**config.mk**
```make
export PLATFORM = sky130hd
export DESIGN_NAME = ws2812_rx_decoder_flat
export DESIGN_NICKNAME = d
export VERILOG_FILES = /design/src/rtl/ws2812_pkg.sv /design/src/rtl/ws2812_rx_decoder_if.sv /design/src/rtl/ws2812_sync_edge.sv /design/src/rtl/ws2812_rx_decoder.sv /design/src/flat_wrapper.sv
export SDC_FILE = /design/constraint.sdc
export NUM_CORES = 1
export LEC_CHECK = 0
export CAP_MARGIN = 20
export CORE_UTILIZATION = 31
export CTS_CLUSTER_DIAMETER = 100
export DETAILED_ROUTE_END_ITERATION = 10
export GPL_TIMING_DRIVEN = 0
export PLACE_DENSITY_LB_ADDON = 0.3
export SKIP_CTS_REPAIR_TIMING = 1
export SLEW_MARGIN = 20
export SYNTH_ARGS = -nofsm -noshare
export SYNTH_HDL_FRONTEND = slang
export SYNTH_SLANG_ARGS = --single-unit
```
**constraint.sdc**
```tcl
create_clock -name clk -period 2.4 [get_ports clk]
set_input_delay 0.36 -clock clk [delete_from_list [all_inputs] [get_ports clk]]
set_output_delay 0.36 -clock clk [all_outputs]
set_load 0.1 [all_outputs]
```
**src/rtl/ws2812_pkg.sv**
```systemverilog
// Shared WS2812B constants for a 12 MHz system clock: bit timing, latch gap,
// decoder thresholds, GRB colour words and the receive FSM state type.
package ws2812_pkg;

   localparam int WS_T0H_CLKS   = 5;
   localparam int WS_T1H_CLKS   = 10;
   localparam int WS_BIT_CLKS   = 15;
   localparam int WS_RESET_CLKS = 600;

   localparam int WS_MIN_HIGH_CLKS   = 2;
   localparam int WS_BIT_THRESH_CLKS = 8;
   localparam int WS_MAX_HIGH_CLKS   = 13;

   localparam logic [23:0] GRB_GREEN = 24'hFF0000;
   localparam logic [23:0] GRB_RED   = 24'h00FF00;
   localparam logic [23:0] GRB_BLUE  = 24'h0000FF;

   typedef enum logic [1:0] {
      ST_RESYNC,
      ST_IDLE,
      ST_HIGH,
      ST_LOW
   } rx_state_e;

endpackage

```
**src/rtl/ws2812_rx_decoder_if.sv**
```systemverilog
// Decoded pixel stream and frame/status strobes leaving the WS2812B receiver.
interface ws2812_rx_decoder_if #(
   parameter int IDX_W = 8
);

   logic [23:0]      pixel_data;
   logic             pixel_valid;
   logic [IDX_W-1:0] pixel_idx;
   logic             frame_done;
   logic [IDX_W-1:0] frame_pixels;
   logic             bit_err;
   logic             in_frame;

   modport master (
      output pixel_data, pixel_valid, pixel_idx,
      output frame_done, frame_pixels, bit_err, in_frame
   );

   modport slave (
      input pixel_data, pixel_valid, pixel_idx,
      input frame_done, frame_pixels, bit_err, in_frame
   );

endinterface

```
**src/rtl/ws2812_sync_edge.sv**
```systemverilog
// Two-flop synchroniser for the asynchronous serial line, with single-cycle
// rise/fall pulses derived from the synchronised level.
module ws2812_sync_edge (
   input  logic clk,
   input  logic rst,
   input  logic din,
   output logic din_sync,
   output logic rise,
   output logic fall
);

   logic meta_q, meta_d;
   logic sync_q, sync_d;
   logic prev_q, prev_d;

   always_comb begin
      meta_d = din;
      sync_d = meta_q;
      prev_d = sync_q;
   end

   always_ff @(posedge clk) begin
      if (rst) begin
         meta_q <= 1'b0;
         sync_q <= 1'b0;
         prev_q <= 1'b0;
      end else begin
         meta_q <= meta_d;
         sync_q <= sync_d;
         prev_q <= prev_d;
      end
   end

   assign din_sync = sync_q;
   assign rise     = sync_q & ~prev_q;
   assign fall     = ~sync_q & prev_q;

endmodule

```
**src/rtl/ws2812_rx_decoder.sv**
```systemverilog
// WS2812B receiver: measures high/low pulse widths on the synchronised line,
// assembles 24-bit GRB words and reports frame boundaries and timing errors.
module ws2812_rx_decoder
   import ws2812_pkg::*;
#(
   parameter int MIN_HIGH_CLKS   = WS_MIN_HIGH_CLKS,
   parameter int BIT_THRESH_CLKS = WS_BIT_THRESH_CLKS,
   parameter int MAX_HIGH_CLKS   = WS_MAX_HIGH_CLKS,
   parameter int RESET_CLKS      = WS_RESET_CLKS,
   parameter int IDX_W           = 8
) (
   input  logic                 clk,
   input  logic                 rst,
   input  logic                 din,
   ws2812_rx_decoder_if.master  rx
);

   localparam int HC_W = $clog2(MAX_HIGH_CLKS + 2);
   localparam int LC_W = $clog2(RESET_CLKS + 1);

   localparam logic [HC_W-1:0]  HC_MIN  = HC_W'(MIN_HIGH_CLKS);
   localparam logic [HC_W-1:0]  HC_THR  = HC_W'(BIT_THRESH_CLKS);
   localparam logic [HC_W-1:0]  HC_MAX  = HC_W'(MAX_HIGH_CLKS);
   localparam logic [HC_W-1:0]  HC_ONE  = HC_W'(1);
   localparam logic [HC_W-1:0]  HC_SAT  = '1;
   localparam logic [LC_W-1:0]  LC_GAP  = LC_W'(RESET_CLKS);
   localparam logic [LC_W-1:0]  LC_LAST = LC_W'(RESET_CLKS - 1);
   localparam logic [LC_W-1:0]  LC_ONE  = LC_W'(1);
   localparam logic [IDX_W-1:0] IDX_SAT = '1;

   rx_state_e        state_q, state_d;
   logic [HC_W-1:0]  high_cnt_q, high_cnt_d;
   logic [LC_W-1:0]  low_cnt_q, low_cnt_d;
   logic [4:0]       bit_cnt_q, bit_cnt_d;
   logic [22:0]      shift_q, shift_d;
   logic [IDX_W-1:0] idx_cnt_q, idx_cnt_d;
   logic [IDX_W-1:0] frame_cnt_q, frame_cnt_d;

   logic [23:0]      pixel_data_q, pixel_data_d;
   logic             pixel_valid_q, pixel_valid_d;
   logic [IDX_W-1:0] pixel_idx_q, pixel_idx_d;
   logic             frame_done_q, frame_done_d;
   logic [IDX_W-1:0] frame_pixels_q, frame_pixels_d;
   logic             bit_err_q, bit_err_d;
   logic             in_frame_q, in_frame_d;

   logic din_sync, rise, fall;
   logic high_err, bit_accept, bit_val, word_done, gap_hit, resync_done;

   ws2812_sync_edge u_sync (
      .clk      (clk),
      .rst      (rst),
      .din      (din),
      .din_sync (din_sync),
      .rise     (rise),
      .fall     (fall)
   );

   // Over-long highs abort immediately rather than waiting for the fall.
   assign high_err    = (state_q == ST_HIGH) &&
                        ((high_cnt_q > HC_MAX) || (fall && (high_cnt_q < HC_MIN)));
   assign bit_accept  = (state_q == ST_HIGH) && fall && !high_err;
   assign bit_val     = (high_cnt_q >= HC_THR);
   assign word_done   = bit_accept && (bit_cnt_q == 5'd23);
   assign gap_hit     = (state_q == ST_LOW) && (low_cnt_q == LC_GAP);
   assign resync_done = (state_q == ST_RESYNC) && !din_sync && (low_cnt_q >= LC_LAST);

   always_ff @(posedge clk) begin
      if (rst) begin
         state_q        <= ST_RESYNC;
         high_cnt_q     <= '0;
         low_cnt_q      <= '0;
         bit_cnt_q      <= '0;
         shift_q        <= '0;
         idx_cnt_q      <= '0;
         frame_cnt_q    <= '0;
         pixel_data_q   <= '0;
         pixel_valid_q  <= 1'b0;
         pixel_idx_q    <= '0;
         frame_done_q   <= 1'b0;
         frame_pixels_q <= '0;
         bit_err_q      <= 1'b0;
         in_frame_q     <= 1'b0;
      end else begin
         state_q        <= state_d;
         high_cnt_q     <= high_cnt_d;
         low_cnt_q      <= low_cnt_d;
         bit_cnt_q      <= bit_cnt_d;
         shift_q        <= shift_d;
         idx_cnt_q      <= idx_cnt_d;
         frame_cnt_q    <= frame_cnt_d;
         pixel_data_q   <= pixel_data_d;
         pixel_valid_q  <= pixel_valid_d;
         pixel_idx_q    <= pixel_idx_d;
         frame_done_q   <= frame_done_d;
         frame_pixels_q <= frame_pixels_d;
         bit_err_q      <= bit_err_d;
         in_frame_q     <= in_frame_d;
      end
   end

   // A rise landing exactly on the gap count is lost: the latch gap wins.
   always_comb begin
      state_d = state_q;
      case (state_q)
         ST_RESYNC: if (resync_done) state_d = ST_IDLE;
         ST_IDLE:   if (rise) state_d = ST_HIGH;
         ST_HIGH: begin
            if (high_err)  state_d = ST_RESYNC;
            else if (fall) state_d = ST_LOW;
         end
         ST_LOW: begin
            if (gap_hit)   state_d = ST_IDLE;
            else if (rise) state_d = ST_HIGH;
         end
         default: state_d = ST_RESYNC;
      endcase
   end

   always_comb begin
      high_cnt_d     = high_cnt_q;
      low_cnt_d      = low_cnt_q;
      bit_cnt_d      = bit_cnt_q;
      shift_d        = shift_q;
      idx_cnt_d      = idx_cnt_q;
      frame_cnt_d    = frame_cnt_q;
      pixel_data_d   = pixel_data_q;
      pixel_valid_d  = 1'b0;
      pixel_idx_d    = pixel_idx_q;
      frame_done_d   = 1'b0;
      frame_pixels_d = frame_pixels_q;
      bit_err_d      = 1'b0;
      in_frame_d     = in_frame_q;

      case (state_q)
         ST_RESYNC: begin
            if (din_sync || resync_done) low_cnt_d = '0;
            else                         low_cnt_d = low_cnt_q + 1'b1;
         end
         ST_IDLE: begin
            if (rise) begin
               high_cnt_d = HC_ONE;
               in_frame_d = 1'b1;
            end
         end
         ST_HIGH: begin
            if (high_err) begin
               bit_err_d   = 1'b1;
               in_frame_d  = 1'b0;
               bit_cnt_d   = '0;
               idx_cnt_d   = '0;
               frame_cnt_d = '0;
               pixel_idx_d = '0;
               low_cnt_d   = '0;
               high_cnt_d  = '0;
            end else if (bit_accept) begin
               shift_d   = {shift_q[21:0], bit_val};
               low_cnt_d = LC_ONE;
               bit_cnt_d = bit_cnt_q + 1'b1;
               if (word_done) begin
                  pixel_valid_d = 1'b1;
                  pixel_data_d  = {shift_q, bit_val};
                  pixel_idx_d   = idx_cnt_q;
                  idx_cnt_d     = idx_cnt_q + 1'b1;
                  bit_cnt_d     = '0;
                  if (frame_cnt_q != IDX_SAT) frame_cnt_d = frame_cnt_q + 1'b1;
               end
            end else if (high_cnt_q != HC_SAT) begin
               high_cnt_d = high_cnt_q + 1'b1;
            end
         end
         ST_LOW: begin
            if (gap_hit) begin
               if (bit_cnt_q != 5'd0) begin
                  bit_err_d = 1'b1;
               end else if (frame_cnt_q != '0) begin
                  frame_done_d   = 1'b1;
                  frame_pixels_d = frame_cnt_q;
               end
               bit_cnt_d   = '0;
               idx_cnt_d   = '0;
               frame_cnt_d = '0;
               pixel_idx_d = '0;
               in_frame_d  = 1'b0;
               low_cnt_d   = '0;
            end else if (rise) begin
               high_cnt_d = HC_ONE;
            end else begin
               low_cnt_d = low_cnt_q + 1'b1;
            end
         end
         default: begin
            low_cnt_d = '0;
         end
      endcase
   end

   assign rx.pixel_data   = pixel_data_q;
   assign rx.pixel_valid  = pixel_valid_q;
   assign rx.pixel_idx    = pixel_idx_q;
   assign rx.frame_done   = frame_done_q;
   assign rx.frame_pixels = frame_pixels_q;
   assign rx.bit_err      = bit_err_q;
   assign rx.in_frame     = in_frame_q;

endmodule

```
**src/flat_wrapper.sv**
```systemverilog
// flat-port wrapper written by rule: the top's interface ports become plain ports
module ws2812_rx_decoder_flat import ws2812_pkg::*;
#(
   parameter int MIN_HIGH_CLKS   = WS_MIN_HIGH_CLKS,
   parameter int BIT_THRESH_CLKS = WS_BIT_THRESH_CLKS,
   parameter int MAX_HIGH_CLKS   = WS_MAX_HIGH_CLKS,
   parameter int RESET_CLKS      = WS_RESET_CLKS,
   parameter int IDX_W           = 8
)
  (clk, rst, din, rx_pixel_data, rx_pixel_valid, rx_pixel_idx, rx_frame_done, rx_frame_pixels, rx_bit_err, rx_in_frame);
  ws2812_rx_decoder_if #(.IDX_W(IDX_W)) rx_i ();
  input  logic clk;
  input  logic rst;
  input  logic din;
  output wire logic [$bits(rx_i.pixel_data)-1:0] rx_pixel_data;
  output wire logic [$bits(rx_i.pixel_valid)-1:0] rx_pixel_valid;
  output wire logic [$bits(rx_i.pixel_idx)-1:0] rx_pixel_idx;
  output wire logic [$bits(rx_i.frame_done)-1:0] rx_frame_done;
  output wire logic [$bits(rx_i.frame_pixels)-1:0] rx_frame_pixels;
  output wire logic [$bits(rx_i.bit_err)-1:0] rx_bit_err;
  output wire logic [$bits(rx_i.in_frame)-1:0] rx_in_frame;
  assign rx_pixel_data = rx_i.pixel_data;
  assign rx_pixel_valid = rx_i.pixel_valid;
  assign rx_pixel_idx = rx_i.pixel_idx;
  assign rx_frame_done = rx_i.frame_done;
  assign rx_frame_pixels = rx_i.frame_pixels;
  assign rx_bit_err = rx_i.bit_err;
  assign rx_in_frame = rx_i.in_frame;
  ws2812_rx_decoder #(.MIN_HIGH_CLKS(MIN_HIGH_CLKS), .BIT_THRESH_CLKS(BIT_THRESH_CLKS), .MAX_HIGH_CLKS(MAX_HIGH_CLKS), .RESET_CLKS(RESET_CLKS), .IDX_W(IDX_W)) u_core (.clk(clk), .rst(rst), .din(din), .rx(rx_i));
endmodule
```
### After elaboration in Yosys (flattened, before gate mapping)

Index checks and enable logic that the tools add are counted.

| word-level totals | value |
|---|---|
| register bits | 107 |
| bits of input ports | 3 |
| output and inout port bits | 44 |

| operators by class | value |
|---|---|
| bitwise logic cells | 10 |
| reduce and logical (&&, ||, !) cells | 30 |
| equality and inequality tests | 19 |
| mux-type cells | 47 |
| add/subtract/negate cells | 5 |
| magnitude comparators | 4 |

Operators by type and width:

| operator | number |
|---|---|
| 2-to-1 mux 8 bit | 11 |
| 2-to-1 mux 10 bit | 5 |
| case mux 8 bit (2 select lines) | 3 |
| case mux 10 bit (3 select lines) | 1 |
| 2-to-1 mux 4 bit | 5 |
| 2-to-1 mux 5 bit | 4 |
| AND reduction 4 bit | 5 |
| adder 8 x 1 -> 8 bit, second input constant | 2 |
| case mux 4 bit (3 select lines) | 1 |
| adder 10 x 1 -> 10 bit, second input constant | 1 |
| == test 10 bit, second input constant | 1 |
| >= comparator 10 bit, second input constant | 1 |
| 2-to-1 mux 2 bit | 5 |
| case mux 5 bit (2 select lines) | 1 |
| inequality test 3 x 1 -> 1 bit, second input constant | 3 |
| inequality test 3 x 2 -> 1 bit, second input constant | 3 |
| AND reduction 3 bit | 3 |
| logical AND 1 bit | 8 |
| 2-to-1 mux 1 bit | 8 |
| inequality test 2 x 1 -> 1 bit, second input constant | 4 |
| inequality test 8 bit, second input constant | 1 |
| inverter 1 bit | 8 |
| case mux 2 bit (4 select lines) | 1 |
| nonzero test 8 bit | 1 |
| 23 further kinds | 29 |

### Logic depth before layout (Yosys ltp)

| logic depth | value |
|---|---|
| depth after elaboration | 12 |
| gate-level depth with buffers | 8 |

### Modules after synthesis

Synthesis repeated with hierarchy kept, for this count alone.

| second synthesis, totals | value |
|---|---|
| cells, all modules | 570 |
| area total of the unflattened synthesis | 4626.9 sq um |

Modules (own cells, without submodules):

| module | seq. area each (sq um) | cells each | area each (sq um) | times used |
|---|---|---|---|---|
| ws2812_rx_decoder | 2082.0 | 562 | 4535.6 | 1 |
| ws2812_sync_edge | 60.1 | 8 | 91.3 | 1 |

### Worst setup path after synthesis

Ideal clock, no wire load.

| timing | value |
|---|---|
| path type | reg-to-reg |
| from | reg u_core.high_cnt_q[0] |
| to | reg u_core.idx_cnt_q[0] |
| setup time | 0.128 ns |
| data arrival time | 2.009 ns |
| period minus slack after synthesis | 2.136 ns |
| stages on the path, launching flop included | 9 |
| required time | 2.272 ns |
| slack | 0.264 ns |
| cell sequence | dfxtp_1 inv_1 ha_1 nor4bb_1 o31ai_1 a211o_1 buf_2 a21oi_1 nor2_1 |

| on the way | value |
|---|---|
| word-level cells in the longest chain between the ends | 9 |

RTL lines:

| what | RTL line | text |
|---|---|---|
| start: declaration | ws2812_rx_decoder.sv:32 | `logic [HC_W-1:0] high_cnt_q, high_cnt_d;` |
| start signal: assignment | ws2812_rx_decoder.sv:86 | `high_cnt_q <= high_cnt_d;` |
| < comparator 4 x 2 -> 1 bit | ws2812_rx_decoder.sv:61 | `((high_cnt_q > HC_MAX) \|\| (fall && (high_cnt_q < HC_MIN)));` |
| logical AND 1 bit | ws2812_rx_decoder.sv:61 |  |
| logical OR 1 bit * | ws2812_rx_decoder.sv:61 |  |
| logical AND 1 bit * | ws2812_rx_decoder.sv:60 | `assign high_err = (state_q == ST_HIGH) &&` |
| zero test 1 bit | ws2812_rx_decoder.sv:62 | `assign bit_accept = (state_q == ST_HIGH) && fall && !high_err;` |
| logical AND 1 bit | ws2812_rx_decoder.sv:62 |  |
| logical AND 1 bit | ws2812_rx_decoder.sv:64 | `assign word_done = bit_accept && (bit_cnt_q == 5'd23);` |
| inequality test 3 x 1 -> 1 bit (no line) | -- |  |
| AND reduction 4 bit (no line) | -- |  |
| end signal: assignment | ws2812_rx_decoder.sv:90 | `idx_cnt_q <= idx_cnt_d;` |
| end: declaration | ws2812_rx_decoder.sv:36 | `logic [IDX_W-1:0] idx_cnt_q, idx_cnt_d;` |

Mark *: on every way between the ends. The rest lies on a longest branch, timed or not.
A chain may end at the register's enable or synchronous reset.

### Final worst setup path

| timing | value |
|---|---|
| from | reg u_core.high_cnt_q[2] |
| to | reg u_core.high_cnt_q[3] |

| on the way | value |
|---|---|
| word-level cells in the longest chain between the ends | 8 |

RTL lines:

| what | RTL line |
|---|---|
| < comparator 4 x 2 -> 1 bit | ws2812_rx_decoder.sv:61 |
| logical AND 1 bit | ws2812_rx_decoder.sv:61 |
| logical OR 1 bit | ws2812_rx_decoder.sv:61 |
| logical AND 1 bit | ws2812_rx_decoder.sv:60 |
| zero test 1 bit | ws2812_rx_decoder.sv:62 |
| logical AND 1 bit | ws2812_rx_decoder.sv:62 |
| inequality test 3 x 2 -> 1 bit (no line) | -- |
| AND reduction 4 bit (no line) | -- |

Parallel ways exist; a longest one is shown, timed or not. The select of a mux whose other input is x is not followed.

==> out/summary.txt <==
run status = finished clean
gpl congestion = 0.799
gr usage total = 0.142
Num CTS Buffers = 9
Die Y-Extent = 125 um
crit path launch = u_core.high_cnt_q[2]
fraction of registers with async set/reset = 0
r2r setup slk = 0.14 ns
overall routed net length = 11100 um
Detail Placement HPWL = 7690 um
Die Width = 125 um
sequential area share after synthesis = 0.460
Syn Area/Cell = 8.72 sq um
clock root buffer = clkbuf_16
via count = 3995
Seq cells post-synth = 107
max incr delay on CP = 0.60 ns
Clock Latency Late Sink = 0.35 ns
# IOs = 47
Yosys Warn Count = 0
clock sink count = 107
synth unique cells = 54
initial antenna violation count = 0
Post-synth top flop = dfxtp_1
largest net degree at the start of global routing = 20
number of antenna-violating nets in the routed design = 0
Syn Inst Count = 534
Static Leak = 0.00189 uW
Remaining Overflow, GRT = 0
Max Slew Vio Count = 0
Stages on worst setup path = 5
Mapped Area = 4660 sq um
Fmax = 442 MHz
critical path class = register to register
Slew HR = 0.344
drt drc = 0
area delta synth->final = 24.1%
Crit path required time = 2.68 ns
Final #Nets = 607
Worst Path Max Fanout = 8
hold crit path type = register to register
Tcrit/Tclk final = 0.942
core area = 14600 sq um
setup TNS = 0 ns
commonest non-fill, non-tap cells in the layout = dfxtp_1 (107), nand2_1 (70), nor2_1 (57), a21oi_1 (51), clkdlybuf4s50_1 (46)
Layout Utilization = 0.396
Buf/Inv on CP = 0
Port Buffers = 46
Worst VDD drop = 0.324 mV
number of global-route vias before repair = 3747
r2r endpoint = u_core.high_cnt_q[3]
Worst R2R Start = u_core.high_cnt_q[2]
Starting Density = 0.319
CP cell instances = or4b_4 > o211ai_4 > o22ai_4 > or4_1 > a21oi_1
Clock Tree Buf Depth = 2
placed insts = 764
Top delay family on crit path = simple AND/OR/NAND/NOR gates
Post-synth EDFFs = 0
Final Hold Fails = 0
global-route wire length before repair = 18200 um
CP endpoint kind = register
die area = 15500 sq um
fin crit period = 2.26 ns
Site Rows = 44
H-Tree Depth = 3
Worst-path clk slew = 0.07 ns
Final Setup Violations = 0
Fin Clk Skew = 0.00784 ns
Pwr per Cell Area = 569 nW/um^2
critical path arrival = 2.54 ns
layout cells sized above 1 = 0.0902
DRT Pass-1 Iters = 5
worst-margin pin slew = 0.981 ns
syn_nets = 547
Max stage delay cell, worst path = or4b_4
Critical Path Start Type = register
commonest non-fill, non-tap cell in the layout = dfxtp_1
R2R depth = 5
drt wl/cell = 14.1 um
max-cap violation count = 0
Critical Path Sink = u_core.high_cnt_q[3]
post-route insts no fill = 783
initial DRC count = 184
vias per cell = 5.10
CTS tree = done
antenna cells = 0
## report_power, final
| group | leakage, uW | internal, uW | switching, uW |
|---|---|---|---|
| Sequential | 0.000862 | 1780 | 7.53 |
| Clock | 0.000141 | 724 | 698 |
| Combinational | 0.000884 | 23.6 | 55.7 |
| Total | 0.00189 | 2530 | 761 |
## cells by family after synthesis
| group | Yosys count | share of synthesized area |
|---|---|---|
| and+or+nand+nor | 229 | 0.242 |
| DFF | 107 | 0.460 |
| xor gates and xnor gates | 12 | 0.0226 |
| AOI/OAI and AO/OA | 105 | 0.144 |
| muxes | 32 | 0.0688 |
| adders and majority gates | 10 | 0.0269 |
| buffers and inverters | 39 | 0.0363 |
## final cells by class
type / instances / area (sq um)
fill: 1453 / 8810
multi-input combinational: 388 / 2460
buffer: 28 / 133
clock inverter: 7 / 60.1
inverter: 11 / 41.3
sequential: 107 / 2140
tap: 184 / 230
clock buffer: 9 / 225
timing repair buffer: 49 / 483
## sequential cells by signal, summed over array words and instances, names as in the netlist
| name | count |
|---|---|
| u_core.shift_q | 23 |
| u_core.high_cnt_q | 4 |
| u_core.low_cnt_q | 10 |
| u_core.idx_cnt_q | 8 |
| u_core.u_sync.prev_q | 1 |
| u_core.rx.pixel_data | 24 |
| u_core.frame_cnt_q | 8 |
| u_core.rx.pixel_valid | 1 |
| u_core.u_sync.din_sync | 1 |
| u_core.rx.pixel_idx | 8 |
| u_core.bit_cnt_q | 5 |
| u_core.rx.frame_done | 1 |
| u_core.rx.frame_pixels | 8 |
| u_core.rx.in_frame | 1 |
| u_core.u_sync.meta_q | 1 |
| u_core.state_q | 2 |
| u_core.rx.bit_err | 1 |
## synth_stat cells, types with 7 or more instances
library cell | n | share of area
nor3_1 | 14 | 0.015
nor2_1 | 58 | 0.047
a21oi_1 | 52 | 0.056
clkbuf_1 | 18 | 0.015
o21ai_0 | 16 | 0.017
nor2b_1 | 10 | 0.013
and3_1 | 7 | 0.0094
xnor2_1 | 11 | 0.021
mux2i_1 | 32 | 0.069
dfxtp_1 | 107 | 0.46
nand3_1 | 22 | 0.024
inv_1 | 11 | 0.0089
nand2_1 | 72 | 0.058
ha_1 | 10 | 0.027
nand2b_1 | 8 | 0.011
## worst min-delay path by stage
stage                                    start                endpoint  cells after the start
after floorplan           u_core.u_sync.meta_q  u_core.u_sync.din_sync                      1
after global placement    u_core.u_sync.meta_q  u_core.u_sync.din_sync                      1
after detailed placement  u_core.u_sync.meta_q  u_core.u_sync.din_sync                      1
after CTS                 u_core.u_sync.meta_q  u_core.u_sync.din_sync                      1
after global routing      u_core.u_sync.meta_q  u_core.u_sync.din_sync                      1
final                     u_core.u_sync.meta_q  u_core.u_sync.din_sync                      1
## routing by layer
metal | vias to the layer above | global-route usage | routed length [um]
li1 | 1985 | - | -
met1 | 1914 | 0.187 | 5200
met2 | 84 | 0.231 | 5320
met3 | 12 | 0.0258 | 392
met4 | 0 | 0.0510 | 142
met5 | - | 0 | 0
## metrics by stage
| step | setup slack [ns] | total power [uW] | hold WS, ns | cell area, sq um |
|---|---|---|---|---|
| floorplan | 0.264 | 1880 | 0.414 | 4660 |
| global placement | -0.135 | 1900 | 0.433 | 5350 |
| detailed placement | -0.137 | 1900 | 0.442 | 5350 |
| CTS | -0.164 | 3330 | 0.451 | 5630 |
| global route | -0.00649 | 3410 | 0.477 | 5780 |
| finish | 0.138 | 3290 | 0.448 | 5780 |
Power figures use the tool's default switching activity.
